### config.mk
export PLATFORM = sky130hd
export DESIGN_NAME = apb_master_flat
export DESIGN_NICKNAME = d
export VERILOG_FILES = /design/src/rtl/apb_master_if.sv /design/src/rtl/apb_master.sv /design/src/flat_wrapper.sv
export SDC_FILE = /design/constraint.sdc
export NUM_CORES = 1
export LEC_CHECK = 0
export ABC_AREA = 1
export CORE_MARGIN = 5
export CORE_UTILIZATION = 43
export CTS_BUF_LIST = sky130_fd_sc_hd__clkbuf_16
export DETAILED_ROUTE_END_ITERATION = 10
export PLACE_DENSITY = 0.87
export SLEW_MARGIN = 10
export SYNTH_ARGS = -nofsm -noshare
export SYNTH_HDL_FRONTEND = slang
export SYNTH_SLANG_ARGS = --single-unit
export TNS_END_PERCENT = 30
### constraint.sdc
create_clock -name pclk -period 2.22 [get_ports pclk]
set_input_delay 0.444 -clock pclk [delete_from_list [all_inputs] [get_ports pclk]]
set_output_delay 0.444 -clock pclk [all_outputs]
set_load 0.005 [all_outputs]
### src/rtl/apb_master_if.sv
// apb_master_if: upstream request/response handshake plus APB initiator bus, with master (bridge) and slave (environment) views.
interface apb_master_if #(
  parameter int ADDR_WIDTH = 32,
  parameter int DATA_WIDTH = 32
);
  logic                  req_valid;
  logic                  req_ready;
  logic [ADDR_WIDTH-1:0] req_addr;
  logic [DATA_WIDTH-1:0] req_wdata;
  logic                  req_we;
  logic [3:0]            req_stb;
  logic                  rsp_valid;
  logic [DATA_WIDTH-1:0] rsp_rdata;
  logic                  rsp_err;
  logic [ADDR_WIDTH-1:0] paddr;
  logic [DATA_WIDTH-1:0] pdata;
  logic                  psel;
  logic                  penable;
  logic                  pwrite;
  logic [3:0]            pstb;
  logic [DATA_WIDTH-1:0] prdata;
  logic                  pready;
  logic                  perr;
  modport master (
    input  req_valid, req_addr, req_wdata, req_we, req_stb, prdata, pready, perr,
    output req_ready, rsp_valid, rsp_rdata, rsp_err, paddr, pdata, psel, penable, pwrite, pstb
  );
  modport slave (
    output req_valid, req_addr, req_wdata, req_we, req_stb, prdata, pready, perr,
    input  req_ready, rsp_valid, rsp_rdata, rsp_err, paddr, pdata, psel, penable, pwrite, pstb
  );
endinterface

### src/rtl/apb_master.sv
// apb_master: bridges one valid/ready request at a time onto an APB SETUP/ACCESS transfer and returns a one-cycle response.
// Optional ACCESS-phase timeout is enabled by defining APB_MASTER_TIMEOUT_EN.
module apb_master #(
  parameter int ADDR_WIDTH     = 32,
  parameter int DATA_WIDTH     = 32,
  parameter int TIMEOUT_CYCLES = 16
) (
  input logic          pclk,
  input logic          presetn,
  apb_master_if.master bus
);
  typedef enum logic [1:0] {IDLE, SETUP, ACCESS} state_t;
  state_t                r_state, w_next;
  logic                  r_req_ready;
  logic [ADDR_WIDTH-1:0] r_paddr;
  logic [DATA_WIDTH-1:0] r_pdata;
  logic                  r_psel;
  logic                  r_penable;
  logic                  r_pwrite;
  logic [3:0]            r_pstb;
  logic                  r_rsp_valid;
  logic [DATA_WIDTH-1:0] r_rsp_rdata;
  logic                  r_rsp_err;
  logic                  w_accept;
  logic                  w_done;
  logic                  w_tmo;
  assign w_accept = r_state == IDLE && bus.req_valid;
  assign w_done   = r_state == ACCESS && bus.pready;
`ifdef APB_MASTER_TIMEOUT_EN
  localparam int CW = $clog2(TIMEOUT_CYCLES + 1);
  logic [CW-1:0] r_cnt;
  // Counts consecutive wait cycles; a ready in the firing cycle takes priority.
  always_ff @(posedge pclk or negedge presetn)
    if (!presetn) r_cnt <= '0;
    else if (r_state == SETUP) r_cnt <= '0;
    else if (r_state == ACCESS && !bus.pready) r_cnt <= r_cnt + 1'b1;
  assign w_tmo = r_state == ACCESS && !bus.pready && r_cnt == CW'(TIMEOUT_CYCLES - 1);
`else
  logic w_unused_tmo;
  assign w_unused_tmo = |TIMEOUT_CYCLES;
  assign w_tmo = 1'b0;
`endif
  always_ff @(posedge pclk or negedge presetn)
    if (!presetn) r_state <= IDLE;
    else r_state <= w_next;
  always_comb begin
    w_next = r_state;
    case (r_state)
      IDLE:    w_next = bus.req_valid ? SETUP : IDLE;
      SETUP:   w_next = ACCESS;
      ACCESS:  w_next = (w_done || w_tmo) ? IDLE : ACCESS;
      default: w_next = IDLE;
    endcase
  end
  always_ff @(posedge pclk or negedge presetn)
    if (!presetn) begin
      r_req_ready <= 1'b1;
      r_psel      <= 1'b0;
      r_penable   <= 1'b0;
      r_paddr     <= '0;
      r_pdata     <= '0;
      r_pwrite    <= 1'b0;
      r_pstb      <= '0;
      r_rsp_valid <= 1'b0;
      r_rsp_rdata <= '0;
      r_rsp_err   <= 1'b0;
    end else begin
      r_req_ready <= w_next == IDLE;
      r_psel      <= w_next != IDLE;
      r_penable   <= w_next == ACCESS;
      r_rsp_valid <= w_done || w_tmo;
      if (w_accept) begin
        r_paddr  <= bus.req_addr;
        r_pdata  <= bus.req_wdata;
        r_pwrite <= bus.req_we;
        r_pstb   <= bus.req_we ? bus.req_stb : 4'b0000;
      end
      if (w_done) begin
        r_rsp_err <= bus.perr;
        if (!r_pwrite) r_rsp_rdata <= bus.prdata;
      end else if (w_tmo) begin
        r_rsp_err   <= 1'b1;
        r_rsp_rdata <= '0;
      end
    end
  assign bus.req_ready = r_req_ready;
  assign bus.paddr     = r_paddr;
  assign bus.pdata     = r_pdata;
  assign bus.psel      = r_psel;
  assign bus.penable   = r_penable;
  assign bus.pwrite    = r_pwrite;
  assign bus.pstb      = r_pstb;
  assign bus.rsp_valid = r_rsp_valid;
  assign bus.rsp_rdata = r_rsp_rdata;
  assign bus.rsp_err   = r_rsp_err;
endmodule

### src/flat_wrapper.sv
// flat-port wrapper written by rule: the top's interface ports become plain ports
module apb_master_flat 
#(
  parameter int ADDR_WIDTH     = 32,
  parameter int DATA_WIDTH     = 32,
  parameter int TIMEOUT_CYCLES = 16
)
  (pclk, presetn, bus_req_valid, bus_req_addr, bus_req_wdata, bus_req_we, bus_req_stb, bus_prdata, bus_pready, bus_perr, bus_req_ready, bus_rsp_valid, bus_rsp_rdata, bus_rsp_err, bus_paddr, bus_pdata, bus_psel, bus_penable, bus_pwrite, bus_pstb);
  apb_master_if #(.ADDR_WIDTH(ADDR_WIDTH), .DATA_WIDTH(DATA_WIDTH)) bus_i ();
  input logic pclk;
  input logic presetn;
  input wire logic [$bits(bus_i.req_valid)-1:0] bus_req_valid;
  input wire logic [$bits(bus_i.req_addr)-1:0] bus_req_addr;
  input wire logic [$bits(bus_i.req_wdata)-1:0] bus_req_wdata;
  input wire logic [$bits(bus_i.req_we)-1:0] bus_req_we;
  input wire logic [$bits(bus_i.req_stb)-1:0] bus_req_stb;
  input wire logic [$bits(bus_i.prdata)-1:0] bus_prdata;
  input wire logic [$bits(bus_i.pready)-1:0] bus_pready;
  input wire logic [$bits(bus_i.perr)-1:0] bus_perr;
  output wire logic [$bits(bus_i.req_ready)-1:0] bus_req_ready;
  output wire logic [$bits(bus_i.rsp_valid)-1:0] bus_rsp_valid;
  output wire logic [$bits(bus_i.rsp_rdata)-1:0] bus_rsp_rdata;
  output wire logic [$bits(bus_i.rsp_err)-1:0] bus_rsp_err;
  output wire logic [$bits(bus_i.paddr)-1:0] bus_paddr;
  output wire logic [$bits(bus_i.pdata)-1:0] bus_pdata;
  output wire logic [$bits(bus_i.psel)-1:0] bus_psel;
  output wire logic [$bits(bus_i.penable)-1:0] bus_penable;
  output wire logic [$bits(bus_i.pwrite)-1:0] bus_pwrite;
  output wire logic [$bits(bus_i.pstb)-1:0] bus_pstb;
  assign bus_i.req_valid = bus_req_valid;
  assign bus_i.req_addr = bus_req_addr;
  assign bus_i.req_wdata = bus_req_wdata;
  assign bus_i.req_we = bus_req_we;
  assign bus_i.req_stb = bus_req_stb;
  assign bus_i.prdata = bus_prdata;
  assign bus_i.pready = bus_pready;
  assign bus_i.perr = bus_perr;
  assign bus_req_ready = bus_i.req_ready;
  assign bus_rsp_valid = bus_i.rsp_valid;
  assign bus_rsp_rdata = bus_i.rsp_rdata;
  assign bus_rsp_err = bus_i.rsp_err;
  assign bus_paddr = bus_i.paddr;
  assign bus_pdata = bus_i.pdata;
  assign bus_psel = bus_i.psel;
  assign bus_penable = bus_i.penable;
  assign bus_pwrite = bus_i.pwrite;
  assign bus_pstb = bus_i.pstb;
  apb_master #(.ADDR_WIDTH(ADDR_WIDTH), .DATA_WIDTH(DATA_WIDTH), .TIMEOUT_CYCLES(TIMEOUT_CYCLES)) u_core (.pclk(pclk), .presetn(presetn), .bus(bus_i));
endmodule
Word level (Yosys, flattened, before mapping) --
Index checks and enable logic that the tools add are counted.
Storage, ports and cells: flip-flop bits (word level) 108, logic and storage cells 25, bits of input ports 106
Operators by class: reductions and logical operators 6, bitwise gates (word level) 1, muxes and demuxes 4, eq/ne operators 3
Operator list (number):
- one-hot mux 2 bit (3 select lines) | 1
- == test 2 bit, second input constant | 2
- zero test 2 bit | 2
- two-way mux 4 bit | 1
- == test 2 x 1 -> 1 bit, second input constant | 1
- logical AND 1 bit | 2
- two-way mux 2 bit | 1
- AND reduction 2 bit | 1
- nonzero test 2 bit | 1
- two-way mux 1 bit | 1
- inverter 1 bit | 1

Depth between registers and ports, before layout --
depth after elaboration 5, mapped depth 7, mapped depth without buffers 6

Worst setup path after synthesis --
Ideal clock, no wire load.
path type input-to-reg, start point input bus_pready, end point register u_core.r_rsp_rdata[0], in the netlist u_core.bus.rsp_rdata[0], stages 5, slack 1.070 ns, arrival 1.032 ns, path buffers 2, setup time 0.117 ns, cells stage by stage buf_2 > nand4_1 > buf_2 > nand2_1 > nand2_1
On the way: word-level cells in the longest chain between the ends 2
RTL lines:
- start, declared | line flat_wrapper.sv:18 | input wire logic [$bits(bus_i.pready)-1:0] bus_pready;
- logical AND 1 bit | line apb_master.sv:28 | assign w_done = r_state == ACCESS && bus.pready;
- AND reduction 2 bit (no source line)
- end signal, assigned | line apb_master.sv:80 | if (!r_pwrite) r_rsp_rdata <= bus.prdata;
- end, declared | line apb_master.sv:22 | logic [DATA_WIDTH-1:0] r_rsp_rdata;
Every way passes these cells. A chain may end at the register's enable or synchronous reset.

Worst setup path after layout --
start point register u_core.r_req_ready, in the netlist u_core.bus.req_ready, end point output bus_req_ready
RTL lines:
- start, declared | line apb_master.sv:14 | logic r_req_ready;
- start signal, assigned | line apb_master.sv:57 | r_req_ready <= 1'b1;
- start signal, assigned | line apb_master.sv:68 | r_req_ready <= w_next == IDLE;
- end, declared | line flat_wrapper.sv:20 | output wire logic [$bits(bus_i.req_ready)-1:0] bus_req_ready;
No word-level cell between the ends.

==> qor.tcl <==
set qor(outcome) {finished, final reports clean}
set qor(numCtsBuffers) 9
set qor(crit_slowest_cell) {sky130_fd_sc_hd__clkdlybuf4s50_1}
set qor(numClockSinks) 108
set qor(cellLeakagePower_nw) 3.26
set qor(critPathTopFamily) {buffers and inverters}
set qor(critical_path.max_fanout) 1
set qor(worst_hold_path_type) {input pin to async pin}
set qor(vdd_ir_drop_max_v) 0.000718
set qor(final_instance_count_excl_fillers) 795
set qor(grt_start_max_net_pins) 68
set qor(syn_inst) 457
set qor(route.detailed.drc) 0
set qor(layout.cells.most_common) {sky130_fd_sc_hd__nand2_1}
set qor(post_cts_resized) 0
set qor(synth.ff_latch_count) 108
set qor(setup_viol_count_final) 0
set qor(final_core_util_pct) 71.8
set qor(syn_avg_cell_area_um2) 9.08
set qor(r2r_setup_slack_ns) 0.74
set qor(end_kind) {primary output}
set qor(dp_hpwl_um) 9370
set qor(use_met2_pct) 36.8
set qor(globalRoute.totalOverflow) 0
set qor(synth.net_count) 563
set qor(cp.required_ns) 1.78
set qor(globalRouteMet1Util_pct) 26.0
set qor(via_count_of_the_first_global_routing_pass) 3872
set qor(rsz_0062_raised_after_global_routing) {no}
set qor(count_of_warnings_emitted_by_yosys) 0
set qor(cellPowerDensity_mw_per_mm2) 1310
set qor(starting_density_pct) 44.5
set qor(worstMarginPinSlew_ns) 0.497
set qor(grt_first_pass_wirelength_um) 19600
set qor(skew_ns) 0.00764
set qor(route.detailed.vias_per_inst) 4.86
set qor(ff2ff_path_depth) 5
set qor(worst_r2r_startpoint) {u_core.bus.pwrite$_DFFE_PN0P_}
set qor(maxClockFrequency_mhz) 550
set qor(buffer_depth_of_the_longest_clock_path) 2
set qor(post_route_cells_drive_above_1_share_pct) 4.50
set qor(timing.max_slew.rel_slack_pct) 66.9
set qor(buffer_type_at_the_clock_tree_root) {sky130_fd_sc_hd__clkbuf_16}
set qor(timing.final.hold_violations) 0
set qor(tritoncts_clock_tree) {built}
set qor(fp-row-count) 35
set qor(final.fill_count) 695
set qor(coreArea_mm2) 0.00933
set qor(boundaryPins) 212
set qor(drt_first_pass_iters) 4
set qor(worst-path-buf-inv) 1
set qor(dr.first_iter.drc_count) 250
set qor(synthTopCellsByArea) {sky130_fd_sc_hd__dfrtp_1, sky130_fd_sc_hd__nand2_1, sky130_fd_sc_hd__nand4_1}
set qor(clkTransAtPathRegs_ns) 0.08
set qor(worst_r2r_endpoint) {u_core.bus.rsp_rdata[20]$_DFFE_PN0P_}
set qor(synth_area_mm2) 0.00415
set qor(slew_violations) 0
set qor(layout-area-overhead-vs-synth_pct) 61.2
set qor(final_antenna_net_count) 0
set qor(gr-max-usage-layer) {met2}
set qor(grt_antenna_before_repair) 0
set qor(nNetsFinal) 767
set qor(drt_wl_total_um) 12600
set qor(setup_total_negative_slack_ns) 0
set qor(max_cap_violations) 0
set qor(num_vias) 3866
set qor(synth_cell_types) 14
set qor(min_period_over_period_pct) 81.9
set qor(replace_congestion) 0.785
set qor(timing.critical_path.depth) 1
set qor(numPlacedInstances) 779
set qor(critical_path_cell_by_cell) {clkdlybuf4s50_1}
set qor(layout_common_cells) {sky130_fd_sc_hd__nand2_1, sky130_fd_sc_hd__clkdlybuf4s50_1, sky130_fd_sc_hd__dfrtp_1, sky130_fd_sc_hd__nand4_1, sky130_fd_sc_hd__clkbuf_16}
set qor(power.total_mw) 8.77
set qor(synth.yosys.seq_area_share_pct) 65.1
set qor(drt-wirelength-per-cell_um) 15.9
set qor(fp.dieH_um) 108
set qor(critPathLaunchType) {register}
set qor(met3_capacity_usage_during_global_routing_pct) 5.61
set qor(slowest_delay_ns) 0.53
set qor(critPathKind) {register to primary output}
set qor(post_cts_hold_buffer_count) 0
set qor(width_of_the_die_um) 108
set qor(port_buffer_count) 211
set qor(time_the_worst_path_needs_with_i_o_delays_and_setup_ns) 1.82
set qor(crit_arrival_ns) 1.37
set qor(cts_setup_buffers) 0
set qor(clkLatencyLatePin_ns) 0.33
set qor(die_outline_area_mm2) 0.0117
set qor(library_cell_with_the_largest_summed_area_after_synthesis) {sky130_fd_sc_hd__dfrtp_1}
set qor(proportion_of_netlist_area_held_by_the_largest_area_contributor_pct) 64.5
set qor(n_antenna_cell) 0
set qor(grt_usage_pct) 21.3
set qor(htree_num_levels) 3
kinds of logic (layout without fill, tap and decap cells):
family,Yosys count,count (layout),share of synthesized area [%]
AOI/OAI and AO/OA,5,5,0.603
buffers and inverters,33,242,3.86
and+or+nand+nor,311,311,30.4
DFF,108,108,65.1
worst max path at each step:
stage / end / slack [ns] / from
after detailed placement: u_core.bus.pdata[13]$_DFFE_PN0P_ / 0.49 / bus_req_valid
after floorplan: u_core.bus.rsp_rdata[0]$_DFFE_PN0P_ / 1.07 / bus_pready
after global placement: u_core.bus.psel$_DFF_PN0_ / 0.53 / bus_pready
final: bus_req_ready / 0.40 / u_core.bus.req_ready$_DFF_PN1_
after CTS: bus_req_ready / 0.38 / u_core.bus.req_ready$_DFF_PN1_
after global routing: bus_req_ready / 0.37 / u_core.bus.req_ready$_DFF_PN1_
registers in the layout (all words and copies together) (netlist names):
signal	count
u_core.bus.paddr	32
u_core.bus.pdata	32
u_core.bus.penable	1
u_core.bus.psel	1
u_core.bus.pstb	4
u_core.bus.pwrite	1
u_core.bus.req_ready	1
u_core.bus.rsp_err	1
u_core.bus.rsp_rdata	32
u_core.bus.rsp_valid	1
u_core.r_state	2
area by class of cell:
| cell class | count | area (um2) | share of cell area, % |
|---|---|---|---|
| well taps | 129 | 161 | 2.41 |
| inverters | 6 | 22.5 | 0.336 |
| multi-input cells | 316 | 1290 | 19.3 |
| flip-flops and latches | 108 | 2700 | 40.4 |
| clock buffers | 9 | 225 | 3.36 |
| clock inverters | 7 | 73.8 | 1.10 |
| repair buffers | 220 | 2210 | 33.1 |
power by group:
| group | internal, mW | switching, mW | leakage [nW] |
|---|---|---|---|
| sequential | 2.89 | 0.518 | 1.34 |
| combinational | 2.14 | 1.64 | 1.77 |
| clock | 0.882 | 0.707 | 0.148 |
| total | 5.91 | 2.86 | 3.26 |
per-stage QoR:
stage / hold slack [ns] / setup WS (ns) / instance area, um2
floorplan: 0.148 / 1.07 / 4150
global placement: 0.444 / 0.534 / 6390
detailed placement: 0.443 / 0.489 / 6390
CTS: 0.0797 / 0.380 / 6690
global route: 0.0993 / 0.373 / 6690
finish: 0.0756 / 0.402 / 6690
Yosys cell counts:
| master | n |
|---|---|
| sky130_fd_sc_hd__inv_1 | 4 |
| sky130_fd_sc_hd__o21ai_0 | 5 |
| sky130_fd_sc_hd__inv_2 | 1 |
| sky130_fd_sc_hd__buf_4 | 4 |
| sky130_fd_sc_hd__buf_2 | 17 |
| sky130_fd_sc_hd__nand4_1 | 33 |
| sky130_fd_sc_hd__dfstp_2 | 1 |
| sky130_fd_sc_hd__dfrtp_1 | 107 |
| sky130_fd_sc_hd__clkinv_1 | 1 |
| sky130_fd_sc_hd__nand3_2 | 1 |
| sky130_fd_sc_hd__nand2_1 | 274 |
| sky130_fd_sc_hd__nor2_2 | 2 |
| sky130_fd_sc_hd__clkbuf_1 | 6 |
| sky130_fd_sc_hd__nand3_1 | 1 |
routing by layer:
layer,part of all wire [%],up-vias
li1,-,1839
met3,8.2,18
met1,39,1834
met5,0,-
met2,51,175
met4,1.9,0
Power figures use the tool's default switching activity.
